[config.mk]
export PLATFORM = sky130hd
export DESIGN_NAME = vga_sync_gen
export DESIGN_NICKNAME = d
export VERILOG_FILES = /design/src/rtl/vga_pkg.sv /design/src/rtl/vga_mod_counter.sv /design/src/rtl/vga_sync_gen.sv
export SDC_FILE = /design/constraint.sdc
export NUM_CORES = 1
export LEC_CHECK = 0
export CAP_MARGIN = 0
export CORE_MARGIN = 3
export CORE_UTILIZATION = 56
export DETAILED_ROUTE_END_ITERATION = 8
export PLACE_DENSITY = 0.84
export SYNTH_ARGS = -nofsm -noshare
export SYNTH_HDL_FRONTEND = slang
export SYNTH_SLANG_ARGS = --single-unit
[constraint.sdc]
create_clock -name clk -period 5.7 [get_ports clk]
set_input_delay 0.855 -clock clk [delete_from_list [all_inputs] [get_ports clk]]
set_output_delay 0.855 -clock clk [all_outputs]
set_load 0.01 [all_outputs]
[src/rtl/vga_pkg.sv]
// vga_pkg: coordinate type and default 640x480@60 raster timing
package vga_pkg;

    typedef logic [9:0] coord_t;

    localparam int DEF_H_DISPLAY = 640;
    localparam int DEF_H_FRONT   = 16;
    localparam int DEF_H_SYNC    = 96;
    localparam int DEF_H_BACK    = 48;
    localparam int DEF_V_DISPLAY = 480;
    localparam int DEF_V_FRONT   = 10;
    localparam int DEF_V_SYNC    = 2;
    localparam int DEF_V_BACK    = 33;

    localparam int H_TOTAL      = DEF_H_DISPLAY + DEF_H_FRONT + DEF_H_SYNC + DEF_H_BACK;
    localparam int V_TOTAL      = DEF_V_DISPLAY + DEF_V_FRONT + DEF_V_SYNC + DEF_V_BACK;
    localparam int H_SYNC_START = DEF_H_DISPLAY + DEF_H_FRONT;
    localparam int H_SYNC_END   = H_SYNC_START + DEF_H_SYNC;
    localparam int V_SYNC_START = DEF_V_DISPLAY + DEF_V_FRONT;
    localparam int V_SYNC_END   = V_SYNC_START + DEF_V_SYNC;

endpackage

[src/rtl/vga_mod_counter.sv]
// vga_mod_counter: mod-N counter with enable, sync reset and registered wrap flag
module vga_mod_counter
    import vga_pkg::*;
#(
    parameter int N = 800
) (
    input  logic   clk,
    input  logic   rst,
    input  logic   en,
    output coord_t count,
    output coord_t count_next,
    output logic   wrap
);

    localparam coord_t LAST = coord_t'(N - 1);

    coord_t count_d, count_q;
    logic   wrap_d, wrap_q;

    // next count, and whether that value is the terminal one
    always_comb begin
        count_d = en ? (wrap_q ? '0 : count_q + 10'd1) : count_q;
        wrap_d  = count_d == LAST;
    end

    // count and wrap-flag registers
    always_ff @(posedge clk) begin
        if (rst) begin
            count_q <= '0;
            wrap_q  <= LAST == '0;
        end else begin
            count_q <= count_d;
            wrap_q  <= wrap_d;
        end
    end

    assign count      = count_q;
    assign count_next = count_d;
    assign wrap       = wrap_q;

endmodule

[src/rtl/vga_sync_gen.sv]
// vga_sync_gen: VGA raster timing; VGA_TICK_DIV_EN selects the divide-by-2 pixel tick
module vga_sync_gen
    import vga_pkg::*;
#(
    parameter int H_DISPLAY = DEF_H_DISPLAY,
    parameter int H_FRONT   = DEF_H_FRONT,
    parameter int H_SYNC    = DEF_H_SYNC,
    parameter int H_BACK    = DEF_H_BACK,
    parameter int V_DISPLAY = DEF_V_DISPLAY,
    parameter int V_FRONT   = DEF_V_FRONT,
    parameter int V_SYNC    = DEF_V_SYNC,
    parameter int V_BACK    = DEF_V_BACK
) (
    input  logic       clk,
    input  logic       rst,
    output logic       pixel_tick,
    output logic [9:0] pixel_x,
    output logic [9:0] pixel_y,
    output logic       hsync,
    output logic       vsync,
    output logic       video_on,
    output logic       vblank_start
);

    localparam int     H_TOT  = H_DISPLAY + H_FRONT + H_SYNC + H_BACK;
    localparam int     V_TOT  = V_DISPLAY + V_FRONT + V_SYNC + V_BACK;
    localparam coord_t H_VIS  = coord_t'(H_DISPLAY);
    localparam coord_t V_VIS  = coord_t'(V_DISPLAY);
    localparam coord_t HS_BEG = coord_t'(H_DISPLAY + H_FRONT);
    localparam coord_t HS_END = coord_t'(H_DISPLAY + H_FRONT + H_SYNC);
    localparam coord_t VS_BEG = coord_t'(V_DISPLAY + V_FRONT);
    localparam coord_t VS_END = coord_t'(V_DISPLAY + V_FRONT + V_SYNC);

    logic   tick, h_wrap, v_wrap_unused;
    coord_t h_cnt, h_next, v_cnt, v_next;
    logic   hsync_d, hsync_q, vsync_d, vsync_q;
    logic   video_on_d, video_on_q, vblank_start_d, vblank_start_q;

`ifdef VGA_TICK_DIV_EN
    logic phase_d, phase_q;

    // divide-by-2 phase: tick low in the first cycle after reset, then alternating
    always_ff @(posedge clk) begin
        phase_q <= rst ? 1'b0 : phase_d;
    end

    assign phase_d = ~phase_q;
    assign tick    = phase_q;
`else
    assign tick = 1'b1;
`endif

    vga_mod_counter #(.N(H_TOT)) u_h (
        .clk        (clk),
        .rst        (rst),
        .en         (tick),
        .count      (h_cnt),
        .count_next (h_next),
        .wrap       (h_wrap)
    );

    vga_mod_counter #(.N(V_TOT)) u_v (
        .clk        (clk),
        .rst        (rst),
        .en         (tick & h_wrap),
        .count      (v_cnt),
        .count_next (v_next),
        .wrap       (v_wrap_unused)
    );

    // decode from next-state counts so flags change on the same edge as the counters
    always_comb begin
        hsync_d        = !(h_next >= HS_BEG && h_next < HS_END);
        vsync_d        = !(v_next >= VS_BEG && v_next < VS_END);
        video_on_d     = h_next < H_VIS && v_next < V_VIS;
        vblank_start_d = tick && h_wrap && v_next == V_VIS;
    end

    // registered sync and flag outputs
    always_ff @(posedge clk) begin
        if (rst) begin
            hsync_q        <= 1'b1;
            vsync_q        <= 1'b1;
            video_on_q     <= 1'b0;
            vblank_start_q <= 1'b0;
        end else begin
            hsync_q        <= hsync_d;
            vsync_q        <= vsync_d;
            video_on_q     <= video_on_d;
            vblank_start_q <= vblank_start_d;
        end
    end

    assign pixel_tick   = tick;
    assign pixel_x      = h_cnt;
    assign pixel_y      = v_cnt;
    assign hsync        = hsync_q;
    assign vsync        = vsync_q;
    assign video_on     = video_on_q;
    assign vblank_start = vblank_start_q;

endmodule

==> summary.md <==
| Metric | Value |
|---|---|
| Peak Freq | `408 MHz` |
| Commonest non-fill, non-tap cell in the layout | `dfxtp_1` |
| Nature of the critical path endpoint | `output pin` |
| Chip Height | `approximately 58 um` |
| Core area | `2520 sq um` |
| Setup Fix Bufs, Post-CTS | `0` |
| Total track usage | `between 20% and 30%` |
| Setup Crit Path Kind | `flop to output pin` |
| Seq cells post-synth | `26` |
| Remaining antenna violation count | `0` |
| CTS tree | `built` |
| Nets | `213` |
| Initial antenna violation count | `0` |
| Row count | `18` |
| Worst R2R End | `u_v.wrap` |
| Gr ovfl total | `0` |
| CP max FO | `15` |
| Placed cell areas | `1750 sq um` |
| TNS Setup | `0 ns` |
| Slew HR | `around 46%` |
| First-pass GRT wire length | `around 6000 um` |
| Io pins | `27` |
| Worst path cell trace | `clkdlybuf4s50_1` |
| Slew Viols, Final | `0` |
| Synth cell types | `48` |
| Clock Sinks | `26` |
| Crit path from | `u_v.count[2]` |
| Util after Layout | `~70%` |
| Vias in the first global route | `1,348` |
| Most frequent cells in the layout | `dfxtp_1, clkdlybuf4s50_1, nor2_1` |
| Reg2Reg Depth | `5` |
| Drc violations | `0` |
| Chip Width | `58.1 um` |
| Slowest stage cell, crit path | `dfxtp_1` |
| Pwr per Cell Area | `157 nW/um^2` |
| Post-Syn Instances | `193` |
| RSZ-0062 raised after global routing | `no` |
| Port bufs | `25` |
| Fin Clk Skew | `roughly 0.0055 ns` |
| Initial DRC count | `62` |
| Total Wirelength | `3430 um` |
| Critical path startpoint category | `flop` |
| Dpl hpwl | `~2500 um` |
| Static Leak | `just over 0.0006 uW` |
| Ys Warns | `0` |
| Max Cap Violations | `0` |
| Via density | `6.08` |
| Pin count of the biggest net entering global routing | `27` |
| Crit path largest cell delay | `0.65 ns` |
| First drt pass iteration count | `4` |
| CTS Buf Count | `3` |
| Initial core utilization | `around three fifths` |
| Max Buffers Root-to-Sink | `2` |
| Worst R2R Setup Slack | `about 3.3 ns` |
| Worst Path Required | `just under 5 ns` |
| Endpoints failing hold | `0` |
| Arrival @ worst endpoint | `1.59 ns` |
| Fin crit period | `approximately 2.4 ns` |
| Tcrit/Tclk final | `42.9%` |
| Reg-to-reg critical path startpoint | `u_h.wrap` |
| Clock slew at reported path FFs | `roughly 0.13 ns` |
| Final setup fails | `0` |
| Bufs and invs on worst path | `1` |
| Resize count post-CTS | `0` |
| Hold Crit Start | `u_h.count[0]` |
| Clock latency on the worst-skew pair | `0.32 ns` |
| Most used flip-flop cell after synthesis | `dfxtp_1` |
| Crit path depth | `1` |
| Post-Syn Area per Cell | `just under 8 sq um` |
| Post-route cell area | `around 1800 sq um` |
| DIE AREA | `3380 sq um` |
| VDD IR max | `0.140 mV` |
| Number of synthesized flops with an enable pin | `0` |
| Yosys top cell area share | `34.2%` |
| CTS H-tree depth | `1` |
| Crit-path leading delay family | `flip-flops` |
| Clk root buf | `clkbuf_4` |
| Worst Hold End | `u_h.count[0]` |
| Largest area contributor in the netlist | `dfxtp_1` |
| Ant diodes | `0` |
| Worst slew pin tran | `0.815 ns` |
| Outcome | `complete, no violations` |
| Share of layout cells above drive strength 1 | `approximately 4.3%` |
| Hold_buf cts | `0` |
| Hold depth | `1` |
| Synth area leaders | `dfxtp_1, xnor2_1, nor2_1` |
| Mapped Nets | `197` |
| Area Growth Syn to Fin | `16.5%` |
| Wire per inst | `14.5 um` |
| Final weighted congestion in routability-driven placement | `roughly 0.91` |
| Hold crit path type | `flop to flop` |
| Total number of vias | `1,442` |
| Register area share after synthesis | `34.2%` |
| Synth Cell Area | `about 1500 sq um` |
| Async SR Flop Fraction | `0%` |
synthesized netlist by cell type, types with 3 or more instances:
master,n
xor2_1,5
a31oi_1,3
nand3_1,11
nor2b_1,3
dfxtp_1,26
xnor2_1,10
clkbuf_1,9
nand3b_1,6
nor4_1,5
nor3_1,12
o31ai_1,3
and2_1,3
nor2_1,23
or4_1,3
nand4_1,3
a21oi_1,8
o21ai_0,7
inv_1,3
nand2_1,12
flip-flops by register name (all words and copies together), names as in the netlist:
name	cells
u_h.wrap	1
u_h.count	10
video_on	1
hsync	1
vsync	1
vblank_start	1
u_v.wrap	1
u_v.count	10
how the worst max path moves through the flow:
stage                         endpoint  slack [ns]
after floorplan           vblank_start        3.86
after global placement        u_h.wrap        3.19
after detailed placement      u_h.wrap        3.16
after CTS                   pixel_y[2]        3.25
after global routing          u_v.wrap        3.12
final                       pixel_y[2]        3.25
layer usage:
metal | track usage [%] | up-vias | part of all wire (%)
li1 | - | 722 | -
met1 | 32.9 | 650 | 48
met2 | 34.2 | 65 | 44
met3 | 3.12 | 5 | 6.4
met4 | 9.60 | 0 | 1.4
met5 | 0 | - | 0
stage by stage:
step	hold WS, ns	setup WS, ns	power, uW	instances
after detailed placement	0.517	3.16	206	234
final	0.560	3.25	278	237
after CTS	0.556	3.25	280	237
after floorplan	0.503	3.86	199	193
after global routing	0.612	3.12	290	237
after global placement	0.530	3.19	206	234
area by class of cell:
| type | count | area, sq um |
|---|---|---|
| Multi-Input combinational cell | 150 | 931 |
| Fill cell | 227 | 749 |
| Tap cell | 30 | 37.5 |
| Sequential cell | 26 | 520 |
| Clock buffer | 3 | 22.5 |
| Inverter | 3 | 11.3 |
| Timing Repair Buffer | 25 | 250 |
power by group:
part | leakage [uW] | internal [uW] | switching, uW | total, uW
combinational | 0.000382 | 6.88 | 8.85 | 15.7
clock | 0.0000138 | 24.8 | 50.9 | 75.6
sequential | 0.000210 | 184 | 2.96 | 187
cells by family (layout without fill, tap and decap cells):
logic type	Yosys count	after routing	synth area share, %
multiplexers	3	3	2.06
other	1	1	0.246
adder cells (fa/ha/maj)	3	3	2.30
AO/OA/AOI/OAI	33	33	14.2
AND/OR/NAND/NOR	95	95	33.7
XOR/XNOR	15	15	8.63
flip-flops	26	26	34.2
buffers and inverters	17	31	4.60
(Power assumes the default switching activity.)
